$ cat config.mk
export PLATFORM = sky130hd
export DESIGN_NAME = dff_bank_arbiter_flat
export DESIGN_NICKNAME = d
export VERILOG_FILES = /design/src/rtl/dff_bank_arbiter_pkg.sv /design/src/rtl/dff_bank_arbiter_if.sv /design/src/rtl/dff_bank_arbiter_rr_pick.sv /design/src/rtl/dff_bank_arbiter.sv /design/src/flat_wrapper.sv
export SDC_FILE = /design/constraint.sdc
export NUM_CORES = 1
export LEC_CHECK = 0
export CAP_MARGIN = 0
export CORE_UTILIZATION = 36
export CTS_BUF_LIST = sky130_fd_sc_hd__clkbuf_2
export CTS_CLUSTER_DIAMETER = 60
export CTS_CLUSTER_SIZE = 28
export DETAILED_ROUTE_END_ITERATION = 6
export PLACE_DENSITY = 0.75
export SETUP_SLACK_MARGIN = 0.02
export SLEW_MARGIN = 15
export SYNTH_ARGS = -nofsm -noshare
export SYNTH_HDL_FRONTEND = slang
export SYNTH_SLANG_ARGS = --single-unit
export TNS_END_PERCENT = 50
$ cat constraint.sdc
create_clock -name clk -period 1.7 [get_ports clk]
set_clock_uncertainty 0.2 [all_clocks]
set_input_delay 0.255 -clock clk [delete_from_list [all_inputs] [get_ports clk]]
set_output_delay 0.255 -clock clk [all_outputs]
set_load 0.05 [all_outputs]
$ cat src/rtl/dff_bank_arbiter_pkg.sv
// dff_arb_pkg: shared types and constants for the dff_bank_arbiter block.
//   arb_state_e : arbiter FSM state (IDLE, GRANT)
//   NREQ_DFLT   : default requester count
//   OWNER_W     : owner index width for the default requester count
package dff_arb_pkg;

    typedef enum logic {
        IDLE  = 1'b0,
        GRANT = 1'b1
    } arb_state_e;

    localparam int unsigned NREQ_DFLT = 4;
    localparam int unsigned OWNER_W   = $clog2(NREQ_DFLT);

endpackage

$ cat src/rtl/dff_bank_arbiter_if.sv
// dff_bank_arbiter_if: request/write bus between requesting logic and the
// shared register bank arbiter.
//   req   : per-requester request, held high while the bank is wanted
//   wdata : per-requester write data, slice i = [i*WIDTH +: WIDTH]
//   grant : one-hot registered grant
//   busy  : high while any grant is active
//   owner : index of current or last grantee
//   q     : register bank contents
//   q_bar : bitwise complement of q
// Modports: master = requesting side, slave = arbiter.
interface dff_bank_arbiter_if #(
    parameter int unsigned NREQ  = 4,
    parameter int unsigned WIDTH = 8
);
    localparam int unsigned OW = $clog2(NREQ);

    logic [NREQ-1:0]       req;
    logic [NREQ*WIDTH-1:0] wdata;
    logic [NREQ-1:0]       grant;
    logic                  busy;
    logic [OW-1:0]         owner;
    logic [WIDTH-1:0]      q;
    logic [WIDTH-1:0]      q_bar;

    modport master (
        output req, wdata,
        input  grant, busy, owner, q, q_bar
    );

    modport slave (
        input  req, wdata,
        output grant, busy, owner, q, q_bar
    );

endinterface

$ cat src/rtl/dff_bank_arbiter_rr_pick.sv
// rr_pick: combinational round-robin priority picker.
//   req_i   : request vector
//   ptr_i   : index of the last grantee (lowest priority)
//   valid_o : at least one request is set
//   idx_o   : first set request searching ptr_i+1, ptr_i+2, ... modulo NREQ
module rr_pick #(
    parameter int unsigned NREQ = 4,
    parameter int unsigned OW   = $clog2(NREQ)
) (
    input  logic [NREQ-1:0] req_i,
    input  logic [OW-1:0]   ptr_i,
    output logic            valid_o,
    output logic [OW-1:0]   idx_o
);

    logic [OW-1:0] cand;
    logic          found;

    always_comb begin
        found = 1'b0;
        idx_o = '0;
        cand  = '0;
        for (int unsigned i = 1; i <= NREQ; i++) begin
            cand = OW'((32'(ptr_i) + i) % NREQ);
            if (!found && req_i[cand]) begin
                found = 1'b1;
                idx_o = cand;
            end
        end
    end

    assign valid_o = found;

endmodule

$ cat src/rtl/dff_bank_arbiter.sv
// dff_bank_arbiter: round-robin arbiter owning a WIDTH-bit register bank.
// Each grantee may write the bank for up to HOLD_MAX cycles per tenure; every
// tenure is followed by one idle cycle before the next grant.
//   clk : rising-edge clock
//   rst : synchronous active-high reset
//   bus : dff_bank_arbiter_if slave (req, wdata in; grant, busy, owner, q, q_bar out)
module dff_bank_arbiter
    import dff_arb_pkg::*;
#(
    parameter int unsigned NREQ     = NREQ_DFLT,
    parameter int unsigned WIDTH    = 8,
    parameter int unsigned HOLD_MAX = 4
) (
    input  logic                clk,
    input  logic                rst,
    dff_bank_arbiter_if.slave   bus
);

    localparam int unsigned OW = $clog2(NREQ);
    localparam int unsigned HW = $clog2(HOLD_MAX + 1);

    arb_state_e       state_q;
    logic [NREQ-1:0]  grant_q;
    logic             busy_q;
    logic [OW-1:0]    owner_q;
    logic [OW-1:0]    ptr_q;
    logic [HW-1:0]    hold_q;
    logic [WIDTH-1:0] bank_q;

    logic             pick_valid;
    logic [OW-1:0]    pick_idx;
    logic             owner_req;
    logic [WIDTH-1:0] owner_wdata;

    rr_pick #(
        .NREQ (NREQ),
        .OW   (OW)
    ) u_pick (
        .req_i   (bus.req),
        .ptr_i   (ptr_q),
        .valid_o (pick_valid),
        .idx_o   (pick_idx)
    );

    assign owner_req   = bus.req[owner_q];
    assign owner_wdata = bus.wdata[32'(owner_q) * WIDTH +: WIDTH];

    always_ff @(posedge clk) begin
        if (rst) begin
            state_q <= IDLE;
            grant_q <= '0;
            busy_q  <= 1'b0;
            owner_q <= '0;
            ptr_q   <= OW'(NREQ - 1);
            hold_q  <= '0;
            bank_q  <= '0;
        end else begin
            case (state_q)
                IDLE: begin
                    if (pick_valid) begin
                        grant_q <= NREQ'(1) << pick_idx;
                        owner_q <= pick_idx;
                        busy_q  <= 1'b1;
                        hold_q  <= '0;
                        state_q <= GRANT;
                    end
                end
                GRANT: begin
                    // Release either when the owner drops its request or after
                    // its last allowed write; the releasing owner becomes ptr so
                    // it has lowest priority at the next arbitration.
                    if (owner_req) begin
                        bank_q <= owner_wdata;
                        hold_q <= hold_q + 1'b1;
                    end
                    if (!owner_req || hold_q == HW'(HOLD_MAX - 1)) begin
                        grant_q <= '0;
                        busy_q  <= 1'b0;
                        ptr_q   <= owner_q;
                        state_q <= IDLE;
                    end
                end
                default: state_q <= IDLE;
            endcase
        end
    end

    assign bus.grant = grant_q;
    assign bus.busy  = busy_q;
    assign bus.owner = owner_q;
    assign bus.q     = bank_q;
    assign bus.q_bar = ~bank_q;

    grant_onehot_a: assert property (@(posedge clk) $onehot0(grant_q));

endmodule
$ cat src/flat_wrapper.sv
// flat-port wrapper written by rule: the top's interface ports become plain ports
module dff_bank_arbiter_flat import dff_arb_pkg::*;
#(
    parameter int unsigned NREQ     = NREQ_DFLT,
    parameter int unsigned WIDTH    = 8,
    parameter int unsigned HOLD_MAX = 4
)
  (clk, rst, bus_req, bus_wdata, bus_grant, bus_busy, bus_owner, bus_q, bus_q_bar);
  dff_bank_arbiter_if #(.NREQ(NREQ), .WIDTH(WIDTH)) bus_i ();
  input  logic clk;
  input  logic rst;
  input wire logic [$bits(bus_i.req)-1:0] bus_req;
  input wire logic [$bits(bus_i.wdata)-1:0] bus_wdata;
  output wire logic [$bits(bus_i.grant)-1:0] bus_grant;
  output wire logic [$bits(bus_i.busy)-1:0] bus_busy;
  output wire logic [$bits(bus_i.owner)-1:0] bus_owner;
  output wire logic [$bits(bus_i.q)-1:0] bus_q;
  output wire logic [$bits(bus_i.q_bar)-1:0] bus_q_bar;
  assign bus_i.req = bus_req;
  assign bus_i.wdata = bus_wdata;
  assign bus_grant = bus_i.grant;
  assign bus_busy = bus_i.busy;
  assign bus_owner = bus_i.owner;
  assign bus_q = bus_i.q;
  assign bus_q_bar = bus_i.q_bar;
  dff_bank_arbiter #(.NREQ(NREQ), .WIDTH(WIDTH), .HOLD_MAX(HOLD_MAX)) u_core (.clk(clk), .rst(rst), .bus(bus_i));
endmodule
== Word-level counts from Yosys, hierarchy flattened ==
Index checks and enable logic that the tools add are counted.
Widths: inputs -> output; s select.

* Output and inout port bits: 23
* Memories kept: 0
* Bits in read-only memories: 0
* RAM bits: 0
* Logic and storage cells: 68
* Flip-flop bits (word level): 21
* Bits in latches: 0
* Bits of input ports: 38

* Reduce and logical (&&, ||, !) cells: 13
* Equal/unequal tests: 4
* $lt $le $gt $ge: 5
* $add $sub $neg: 5
* Div/mod/pow operators: 0
* Shifts and indexed selects: 2
* Mux-type cells: 30
* Multiply operators: 0
* Bitwise gates (word level): 2

{| class="wikitable"
|+ Operator list
! cell !! number
|-
| $shiftx 32x6->8 || 1
|-
| $lt 2x3->1 const B || 5
|-
| $mux 1 || 13
|-
| $bmux 1 s2 || 5
|-
| $reduce_and 2->1 || 5
|-
| $mux 2 || 4
|-
| $mux 4 || 2
|-
| $not 8->8 || 1
|-
| $pmux 4 s2 || 1
|-
| $mux 3 || 2
|-
| $pmux 3 s2 || 1
|-
| $add 2x1->2 const B || 2
|-
| $add 2x2->2 const B || 2
|-
| $logic_not 1->1 || 4
|-
| $ne 2x2->1 const B || 2
|-
| $pmux 1 s2 || 2
|-
| $shl 1x2->4 const A || 1
|-
| $add 3x1->3 const B || 1
|-
| $eq 3x2->1 const B || 1
|-
| $logic_and 1x1->1 || 3
|-
| $ne 2x1->1 const B || 1
|-
| $logic_or 1x1->1 || 1
|-
| $not 1->1 || 1
|}

== Depth between registers and ports, before layout ==
* Depth in word-level cells: 16
* Depth in mapped cells: 6

== Modules after synthesis ==
From an unflattened synthesis, not the netlist that was laid out.

* Cells, all modules: 122
* Area total of the unflattened synthesis: 1179.9 sq um

{| class="wikitable"
|+ By module, submodules not included
! module !! times used !! sequential area each (sq um) !! cells an instance !! area an instance (sq um)
|-
| dff_bank_arbiter || 1 || 420.4 || 108 || 1088.5
|-
| rr_pick || 1 || 0.0 || 14 || 91.3
|}

== Worst setup path before layout ==
OpenSTA, ideal clock, no wires.

* Path type: flip-flop to flip-flop
* From: register u_core.owner_q[0] (netlist: u_core.bus.owner[0])
* To: register u_core.bank_q[0] (netlist: u_core.bus.q[0])
* Buffers on the path: 1
* Required time: 1.372 ns
* Cell stages (with the launch flop): 6
* Period minus slack after synthesis: 2.130 ns
* Path slack: -0.430 ns
* Arrival time: 1.802 ns
* Cells stage by stage: dfxtp_1 mux4_2 nand2_1 buf_6 mux2i_1 nor2_1

* Word-level cells in the longest chain between the ends: 3
* Elaborated cells between the ends (all ways): 4

{| class="wikitable"
|+ Ends and longest elaborated chain
! element !! RTL line !! source
|-
| from (decl) || dff_bank_arbiter.sv:25 || <nowiki>logic [OW-1:0] owner_q;</nowiki>
|-
| from (signal assigned) || dff_bank_arbiter.sv:62 || <nowiki>owner_q <= pick_idx;</nowiki>
|-
| branches (longest 3 deep; another with $shiftx 32x6->8) || -- ||
|-
| to (signal assigned) || dff_bank_arbiter.sv:73 || <nowiki>bank_q <= owner_wdata;</nowiki>
|-
| to (decl) || dff_bank_arbiter.sv:28 || <nowiki>logic [WIDTH-1:0] bank_q;</nowiki>
|}

Several ways; the timed one is not identified. The select of a mux whose other input is x is not followed.
A chain may end at the register's enable or synchronous reset.

== Worst setup path in the final report ==
* From: input port bus_req[2]
* To: register u_core.grant_q[1] (netlist: u_core.bus.grant[1])

* Word-level cells in the longest chain between the ends: 15
* Elaborated cells between the ends (all ways): 32

{| class="wikitable"
|+ Ends and longest elaborated chain
! element !! RTL line !! source
|-
| from (decl) || flat_wrapper.sv:12 || <nowiki>input wire logic [$bits(bus_i.req)-1:0] bus_req;</nowiki>
|-
| $bmux 1 s2 || dff_bank_arbiter_rr_pick.sv:25 || <nowiki>if (!found && req_i[cand]) begin</nowiki>
|-
| $mux 1 (not written as such) || dff_bank_arbiter_rr_pick.sv:25 ||
|-
| $mux 1 || dff_bank_arbiter_rr_pick.sv:25 ||
|-
| $logic_not 1->1 || dff_bank_arbiter_rr_pick.sv:25 ||
|-
| $logic_and 1x1->1 || dff_bank_arbiter_rr_pick.sv:25 ||
|-
| $mux 1 || dff_bank_arbiter_rr_pick.sv:25 ||
|-
| $logic_not 1->1 || dff_bank_arbiter_rr_pick.sv:25 ||
|-
| $logic_and 1x1->1 || dff_bank_arbiter_rr_pick.sv:25 ||
|-
| $mux 1 || dff_bank_arbiter_rr_pick.sv:25 ||
|-
| $logic_not 1->1 || dff_bank_arbiter_rr_pick.sv:25 ||
|-
| $logic_and 1x1->1 || dff_bank_arbiter_rr_pick.sv:25 ||
|-
| $mux 2 || dff_bank_arbiter_rr_pick.sv:25 ||
|-
| $shl 1x2->4 || dff_bank_arbiter.sv:61 || <nowiki>grant_q <= NREQ'(1) << pick_idx;</nowiki>
|-
| $mux 4 || dff_bank_arbiter.sv:60 || <nowiki>if (pick_valid) begin</nowiki>
|-
| $pmux 4 s2 || dff_bank_arbiter.sv:58 || <nowiki>case (state_q)</nowiki>
|-
| to (signal assigned) || dff_bank_arbiter.sv:61 ||
|-
| to (decl) || dff_bank_arbiter.sv:23 || <nowiki>logic [NREQ-1:0] grant_q;</nowiki>
|}

Parallel ways exist; a longest one is shown, timed or not. The select of a mux whose other input is x is not followed.

==> flow_summary_export.csv <==
group,metric,value,unit
status,status,"finished with violations",
status,violations,"negative setup slack",
clock_network,clk_latency,0.34,ns
routing,drt_iter0_drc,32,
final_layout,fin_nets,229,
placed_design,gp_congestion,0.841,
routing,wl_per_cell,14.9,um
global_route,grt_pass1_vias,1193,
placed_design,dpl_cell_area,2140,um^2
clock_network,cts-hold-fix-buffers,0,
routing,vias,1217,
timing,worst_slew_pin_slew,0.461,ns
floorplan,die_h,58.6,um
final_layout,drive_above_1_share,0.362,
routing,routed_wl,3.46,mm
placed_design,dp_hpwl,2.82,mm
timing,finalSetupViolations,16,
yosys,netlist_instances,116,
yosys,synth_area_leaders,"dfxtp_1, mux4_2, mux2i_1, nor2_1, inv_1",
yosys,async_flop_share,0,
yosys,synth-seq-cells,21,
global_route,grt_antenna_before_repair,0,
clock_network,clk_path_buf_depth,2,
routing,firstDrtPassIters,4,
global_route,grtUsageTotal,0.212,
timing,hold_viol_final,0,
final_layout,diodes,0,
worst_setup_path,critPathMaxFanout,5,
timing,finalCritPeriodShare,1.07,
timing,finalCriticalPeriod,1.81,ns
floorplan,ios,61,
global_route,grt_max_degree,14,
yosys,yosysWarnings,0,
final_layout,fillers,238,
global_route,gr-total-overflow,0,
yosys,synth_top_cell_area_share,0.364,
power,powerDensity,723,nW/um^2
timing,fmax,552,MHz
routing,ant_nets,0,
power,p_leak,0.000887,uW
final_layout,design_area,2190,um^2
yosys,synth_seq_area_share,0.364,
global_route,grt_pass1_wl,5.44,mm
worst_setup_path,startpoint_type,"input port",
timing,finalWorstSetupSlack,-0.111,ns
worst_setup_path,cp-end-kind,"register",
worst_setup_path,crit_type,"input port to register",
job,maxCapViolations,0,
yosys,synth_edf_count,0,
final_layout,utilization,0.718,
floorplan,die-area,3430,um^2
placed_design,portBuffers,60,
timing,slew_violations,0,
timing,rsz0062_at_grt,"true",
clock_network,cts_root_buffer,"clkbuf_2",
clock_network,cts_inserted_buffers,3,
floorplan,coreArea,3050,um^2
yosys,synth_top_cell_by_area,"dfxtp_1",
yosys,synth_cell_types,29,
power,ir_drop,0.000630,V
yosys,synth.net_count,156,
final_layout,multiInputGateArea,686,um^2
floorplan,die_w,58.6,um
yosys,syn_avg_cell_area,9.94,um^2
worst_setup_path,critPathArrivalTime,1.86,ns
routing,avgViaCountPerCell,5.25,
clock_network,cts.htree.levels,1,
clock_network,cts.sinks,21,
yosys,ys.flop_type,"dfxtp_1",
final_layout,area_delta_synth_final,90.1,%
min_path,hold_class,"register to register",
final_layout,ff_latch_area,427,um^2
clock_network,cts_tree,"done",
floorplan,start_util,0.378,
clock_network,clkTransAtPathRegs,0.21,ns
timing,slew_headroom,0.688,
floorplan,rows,20,
yosys,syn_area,1150,um^2
worst_setup_path,worstPathRequired,1.75,ns
routing,drcViolationCount,0,
-- metrics by stage --
| step | setup TNS (ns) | instances | power [uW] | hold slack, ns | setup WS, ns |
|---|---|---|---|---|---|
| final | -0.895 | 232 | 1590 | 0.296 | -0.111 |
| after global routing | -1.74 | 232 | 1660 | 0.331 | -0.161 |
| after CTS | -0.834 | 232 | 1590 | 0.305 | -0.110 |
| after detailed placement | -8.48 | 228 | 1380 | 0.281 | -0.473 |
| after global placement | -7.57 | 228 | 1360 | 0.256 | -0.404 |
| after floorplan | -1.39 | 116 | 972 | 0.161 | -0.143 |
-- sequential cells by signal (all words and copies together) (netlist names) --
register / flops
u_core.bus.busy: 1
u_core.bus.grant: 4
u_core.bus.owner: 2
u_core.bus.q: 8
u_core.hold_q: 3
u_core.ptr_q: 2
u_core.state_q: 1
-- path summary, 6_finish.rpt --
| check | from | to | slack, ns | cells after the start |
|---|---|---|---|---|
| max reg2reg | u_core.bus.owner[0] | u_core.bus.q[7] | -0.11 | 5 |
| min reg2reg | u_core.hold_q[2] | u_core.hold_q[2] | 0.30 | 2 |
| min | u_core.hold_q[2] | u_core.hold_q[2] | 0.30 | 2 |
| max | bus_req[2] | u_core.bus.grant[1] | -0.11 | 5 |
-- worst max-delay path, cell delays in order --
cell	delay, ns
clkdlybuf4s50_1	0.47
nor4_1	0.43
nor2_1	0.12
or4b_1	0.51
o41ai_2	0.08
-- final cells by class --
| class | instances | area share |
|---|---|---|
| flip-flops and latches | 21 | 0.195 |
| multi-input cells | 76 | 0.313 |
| repair buffers | 75 | 0.437 |
| inverters | 12 | 0.0205 |
| well taps | 44 | 0.0251 |
| clock inverters | 1 | 0.00342 |
| clock buffers | 3 | 0.00685 |
-- cells in the mapped netlist (2+ instances only) --
cell	count
nor3_1	3
nor2_1	14
mux2i_1	9
ha_1	2
or2_2	3
a21oi_1	7
dfxtp_1	21
o41ai_1	2
or4b_1	2
nand2_1	5
a211oi_1	3
buf_2	2
clkbuf_1	4
mux4_2	9
nand3_1	4
inv_1	12
a32o_1	2
-- what timing repair did --
action,CTS,global route
resized for setup,6,4
endpoints found under the setup margin,18,21
hold endpoints to repair,0,0
pin swaps,4,2
buffers inserted,0,0
-- cell families after synthesis --
logic type               share of synthesized area
buffers and inverters                       0.0705
flip-flops                                   0.364
AO/OA/AOI/OAI                                0.127
adder cells (fa/ha/maj)                     0.0217
AND/OR/NAND/NOR                              0.163
multiplexers                                 0.254
-- cells in the final DEF, fill, tap and decap left out, drive strengths merged, types with 2 or more instances in the layout --
cell type / n
nor3: 3
dfxtp: 21
buf: 38
clkdlybuf4s50: 36
or4b: 2
ha: 2
nand2: 5
a21oi: 8
a211oi: 3
or2: 3
o41ai: 2
nor2: 15
mux4: 9
mux2i: 9
a32o: 2
clkbuf: 3
inv: 12
nand3: 4
-- report_power, final --
group / internal, uW / switching [uW] / leakage, uW / total [uW]
combinational: 415 / 369 / 0.000701 / 784
clock: 54.8 / 155 / 0.0000126 / 210
sequential: 538 / 55.0 / 0.000173 / 593
total: 1010 / 579 / 0.000887 / 1590
-- metal layers --
metal	track usage	vias up	part of all wire
li1	-	565	-
met1	0.236	571	0.37
met2	0.379	68	0.52
met3	0.0725	13	0.089
met4	0.0680	0	0.029
met5	0	-	0
Power figures use the tool's default switching activity.
==> variant 1 (same settings) <==
`HOLD_MAX` is set to 4 in 2 places; all go to 2.
--- a/src/rtl/dff_bank_arbiter.sv
+++ b/src/rtl/dff_bank_arbiter.sv
@@ -9,7 +9,7 @@
 #(
     parameter int unsigned NREQ     = NREQ_DFLT,
     parameter int unsigned WIDTH    = 8,
-    parameter int unsigned HOLD_MAX = 4
+    parameter int unsigned HOLD_MAX = 2
 ) (
     input  logic                clk,
     input  logic                rst,
--- a/src/flat_wrapper.sv
+++ b/src/flat_wrapper.sv
@@ -3,7 +3,7 @@
 #(
     parameter int unsigned NREQ     = NREQ_DFLT,
     parameter int unsigned WIDTH    = 8,
-    parameter int unsigned HOLD_MAX = 4
+    parameter int unsigned HOLD_MAX = 2
 )
   (clk, rst, bus_req, bus_wdata, bus_grant, bus_busy, bus_owner, bus_q, bus_q_bar);
   dff_bank_arbiter_if #(.NREQ(NREQ), .WIDTH(WIDTH)) bus_i ();
Behaviour: not the same (a bounded check fails within 4 cycles, from zero or initial values and one cycle with rst high).
==> variant 1 against the original RTL <==
The flow finishes with violations (DRC, setup timing). Global-route usage fell by 0.33 points. First-iteration DRC count increased by 50%. Worst setup slack better by 0.047 ns. Count of clock-buffer cells in the layout did not move. Clock power is 8% lower. Critical path depth shrank 1. Final area fell by 6.1%. Wire length is 3.2% lower. Area after synthesis is 4.6% lower. Total power down 1.9%. Maximum frequency is 2.7% higher. Sequential cell count fell by 1.
==> variant 1: results (changes against the original RTL) <==
[final_layout]
drive_gt1_frac=0.361  ; -0.00105
multi_input_area_share=0.322  ; +0.00938
instances_no_fill=214  ; -7.8%
n_all_buffers=77  ; +2.7%
clk_share=0.00911  ; -0.00116
seq_area_um2=407  ; -4.7%
multiInputCombCellCount=70  ; -7.9%
fillCellCount=214  ; -10%
area_share_nonclk_buffers=0.431  ; -0.00623
stdcell_area_um2=2060  ; -6.1%

[global_route]
gr-usage-met3=0.0703  ; -0.00223
grt_util_met2=0.388  ; +0.00892
track_usage=0.209  ; -0.00329

[placed_design]
place_congestion=0.829  ; -1.5%
placed_cell_area_um2=1990  ; -6.6%
dpl_worst_slack_ns=-0.541  ; -0.0677 ns
hpwl_mm=2.70  ; -4.1%

[clocking]
insertion_delay_ns=0.31  ; -0.03 ns
clkSlewWorstSetupHoldPaths_ns=0.18  ; -0.03 ns

[drt]
drt_iter0_markers=48  ; +50%
drt-pass1-iter-count=6  ; +2
num_vias=1134  ; -6.8%
drc=19  ; +19

[critical_path]
critical-path-max-stage-delay_ns=0.55  ; +0.04 ns

[status]
outcome=finished with violations
violations=DRC, setup timing

[sta]
worst_pin_slew_ns=0.425  ; -0.0365 ns
fin_ws_ns=-0.0641  ; +0.0473 ns
setup_violations=10  ; -6

[logic_synthesis]
synthCells=109  ; -6.0%
yosysUniqueCellTypes=31  ; +6.9%
yosys-top-cells-area=dfxtp_1 36%, mux4_2 18%, mux2i_1 8.2%, nor2_1 5.1%, inv_1 4.1%

[pwr]
p_switching_uw=581  ; +0.44%

## variant 1: cell count changes after synthesis, sizes merged, moves of 2 or more
cell	before	now
nand3	4	2
nand2	5	3
o21ai	0	2
a21oi	8	4
nand2b	0	2
## variant 1: per-layer routing
metal	routed length (um)	vias up	share of wire
met5	0	-	0
met4	38	0	0.011
met3	357	4	0.11
met2	1690	59	0.51
met1	1250	528	0.37
li1	-	543	-
## variant 1: cell families (layout without fill, tap and decap cells)
group,Yosys count,count (layout),share of synthesized area
simple gates,30,30,0.132
flops,20,20,0.364
buf+inv,19,93,0.0738
mux,18,18,0.266
fa+ha+maj,1,1,0.0114
compound gates,21,21,0.153
## variant 1: path summary, 6_finish.rpt
check / startpoint / end / slack [ns] / cells after the start
setup / recovery: u_core.bus.owner[1]$_SDFFE_PP0P_ / u_core.bus.grant[0]$_SDFFE_PP0P_ / -0.06 / 4
hold / removal: u_core.hold_q[1]$_SDFFE_PP0P_ / u_core.hold_q[1]$_SDFFE_PP0P_ / 0.30 / 2
setup reg to reg: u_core.bus.owner[1]$_SDFFE_PP0P_ / u_core.bus.grant[0]$_SDFFE_PP0P_ / -0.06 / 4
hold reg to reg: u_core.hold_q[1]$_SDFFE_PP0P_ / u_core.hold_q[1]$_SDFFE_PP0P_ / 0.30 / 2
## variant 1: through the flow
stage	util	hold slack, ns
finish	0.728	0.297
detailed placement	0.705	0.258
global route	0.728	0.331
CTS	0.725	0.302
floorplan	-	0.218
global placement	0.705	0.254
## variant 1: power by group through the flow
stage          registers (uW)  logic, uW  clock network (uW)
3_3_place_gp              570        767                   0
4_1_cts                   565        800                 200
2_1_floorplan             673        305                   0
3_5_place_dp              573        782                   0
6_report                  565        797                 194
5_1_grt                   573        838                 229
==> variant 2 (same settings) <==
Made on the original files. Reset style: asynchronous (`rst`), changed in one clocked block. Comments in the files are not updated.
--- a/src/rtl/dff_bank_arbiter.sv
+++ b/src/rtl/dff_bank_arbiter.sv
@@ -45,7 +45,7 @@
     assign owner_req   = bus.req[owner_q];
     assign owner_wdata = bus.wdata[32'(owner_q) * WIDTH +: WIDTH];
 
-    always_ff @(posedge clk) begin
+    always_ff @(posedge clk or posedge rst) begin
         if (rst) begin
             state_q <= IDLE;
             grant_q <= '0;
Behaviour: differs if rst is asserted again (counterexample within 4 cycles, from zero or initial values and one cycle with rst high); with rst held inactive, the same outputs for 10 cycles.
==> variant 2 against the original RTL <==
The run still ends with setup timing left. Count of clock-buffer cells in the layout grew 1. Wire length increased by 1.9%. Final area rose by 8.5%. Synthesized cell count fell by 14%. Sequential cell count did not move. Worst setup slack worse by 0.029 ns. Area after synthesis grew 7.0%. Critical endpoint is now u_core.bus.grant[0]$_DFFE_PP0P_. Largest cell class unchanged. Highest routed layer unchanged.
Power is not compared: it rests on default switching activity, and its combinational part moved more than twofold at a synthesized area within 25%.
==> variant 2: results (changes against the original RTL) <==
[sta]
whs_ns=0.0410  ; -0.255 ns
fin_ws_ns=-0.140  ; -0.0290 ns
worst_pin_slew_ns=0.426  ; -0.0352 ns
setup_violations=17  ; +1
tns_ns=-1.66  ; -0.763 ns

[drt]
num_vias=1139  ; -6.4%
drt_wl_total_mm=3.52  ; +1.9%
drt_iter0_markers=44  ; +38%

[critical_path]
r2r_end=u_core.bus.grant[0]$_DFFE_PP0P_
cp_max_fo=4  ; -1
path_class=flop to flop
arrival_ns=1.89  ; +0.03 ns
critPathLaunch=u_core.hold_q[1]$_DFFE_PP0P_
reg2reg_depth=6  ; +1
critical-path-max-stage-delay_ns=0.43  ; -0.08 ns
cp_top_family=flip-flops
cp_slowest_cell=dfrtp_1

[pwr]
clk-power_uw=203
power_leakage_uw=0.00109
seq_cell_power_uw=1090

[clocking]
cts_htree_levels=1  ; unchanged
clkSlewWorstSetupHoldPaths_ns=0.19  ; -0.02 ns
post_cts.repair.setup_buffers=3  ; +3
insertion_delay_ns=0.30  ; -0.04 ns
numCtsBuffers=3  ; unchanged
ctsResizeCount=18  ; +12

[placed_design]
dpl_worst_slack_ns=-0.423  ; +0.0504 ns
hpwl_mm=2.53  ; -10%
placed_cell_area_um2=2190  ; +2.6%
place_congestion=0.771  ; -8.4%
dpl.cell_count=214  ; -6.1%

[final_layout]
diodes=0  ; unchanged
instances_no_fill=224  ; -3.4%
largest_reg_flops=8  ; unchanged
drive_gt1_frac=0.450  ; +0.0883

[logic_synthesis]
yosys-top-cells-area=dfrtp_1 39%, mux4_1 13%, mux2_2 5.5%, mux4_2 5.5%, mux2_4 4.9%
yosys-top-cells-count=19 x dfrtp_1, 11 x inv_1, 7 x nand2_1
syn-num-nets=140  ; -10%
synthArstFlopShare=1.00  ; +1.00
seq_area_frac_synth=0.428  ; +0.0631
synthFlopType=dfrtp_1
yosysUniqueCellTypes=29  ; unchanged
synthCells=100  ; -14%

[status]
outcome=finished with violations
violations=setup timing

[global_route]
grt_pass1_vias=1163  ; -2.5%
grt_max_degree=22  ; +8
track_usage=0.201  ; -0.0107
antenna_found_initial=0  ; unchanged
grt_pass1_wl_mm=5.32  ; -2.2%

[min_path]
min_path_type=input pin to async pin

[variant 2: cell types whose count changed in the layout (fill, tap and decap cells not counted), sizes merged, moves of 5 or more]
cell,delta
dfxtp,-21
dfrtp,+19
nor2,-11
mux2,+10
a21oi,-6
mux2i,-6
o21ai,+5
[variant 2: cells by family (layout without fill, tap and decap cells)]
group                    count (synthesis)  after routing  share of synthesized area
AND/OR/NAND/NOR                         25             26                      0.103
multiplexers                            22             22                      0.310
flip-flops                              21             21                      0.428
AO/OA/AOI/OAI                           15             15                     0.0861
buffers and inverters                   15             94                     0.0527
adder cells (fa/ha/maj)                  2              2                     0.0203
[variant 2: cell type report]
type                       count  area (um^2)
timing repair buffer          79          968
fill                         205          773
clock buffer                   4         20.0
sequential                    21          529
inverter                      11         41.3
multi-input combinational     65          766
tap                           44         55.1
[variant 2: routing by layer]
metal	track usage	vias to the layer above	part of all wire
li1	-	529	-
met1	0.231	565	0.38
met2	0.375	43	0.56
met3	0.0384	2	0.054
met4	0.0649	0	0.0077
met5	0	-	0
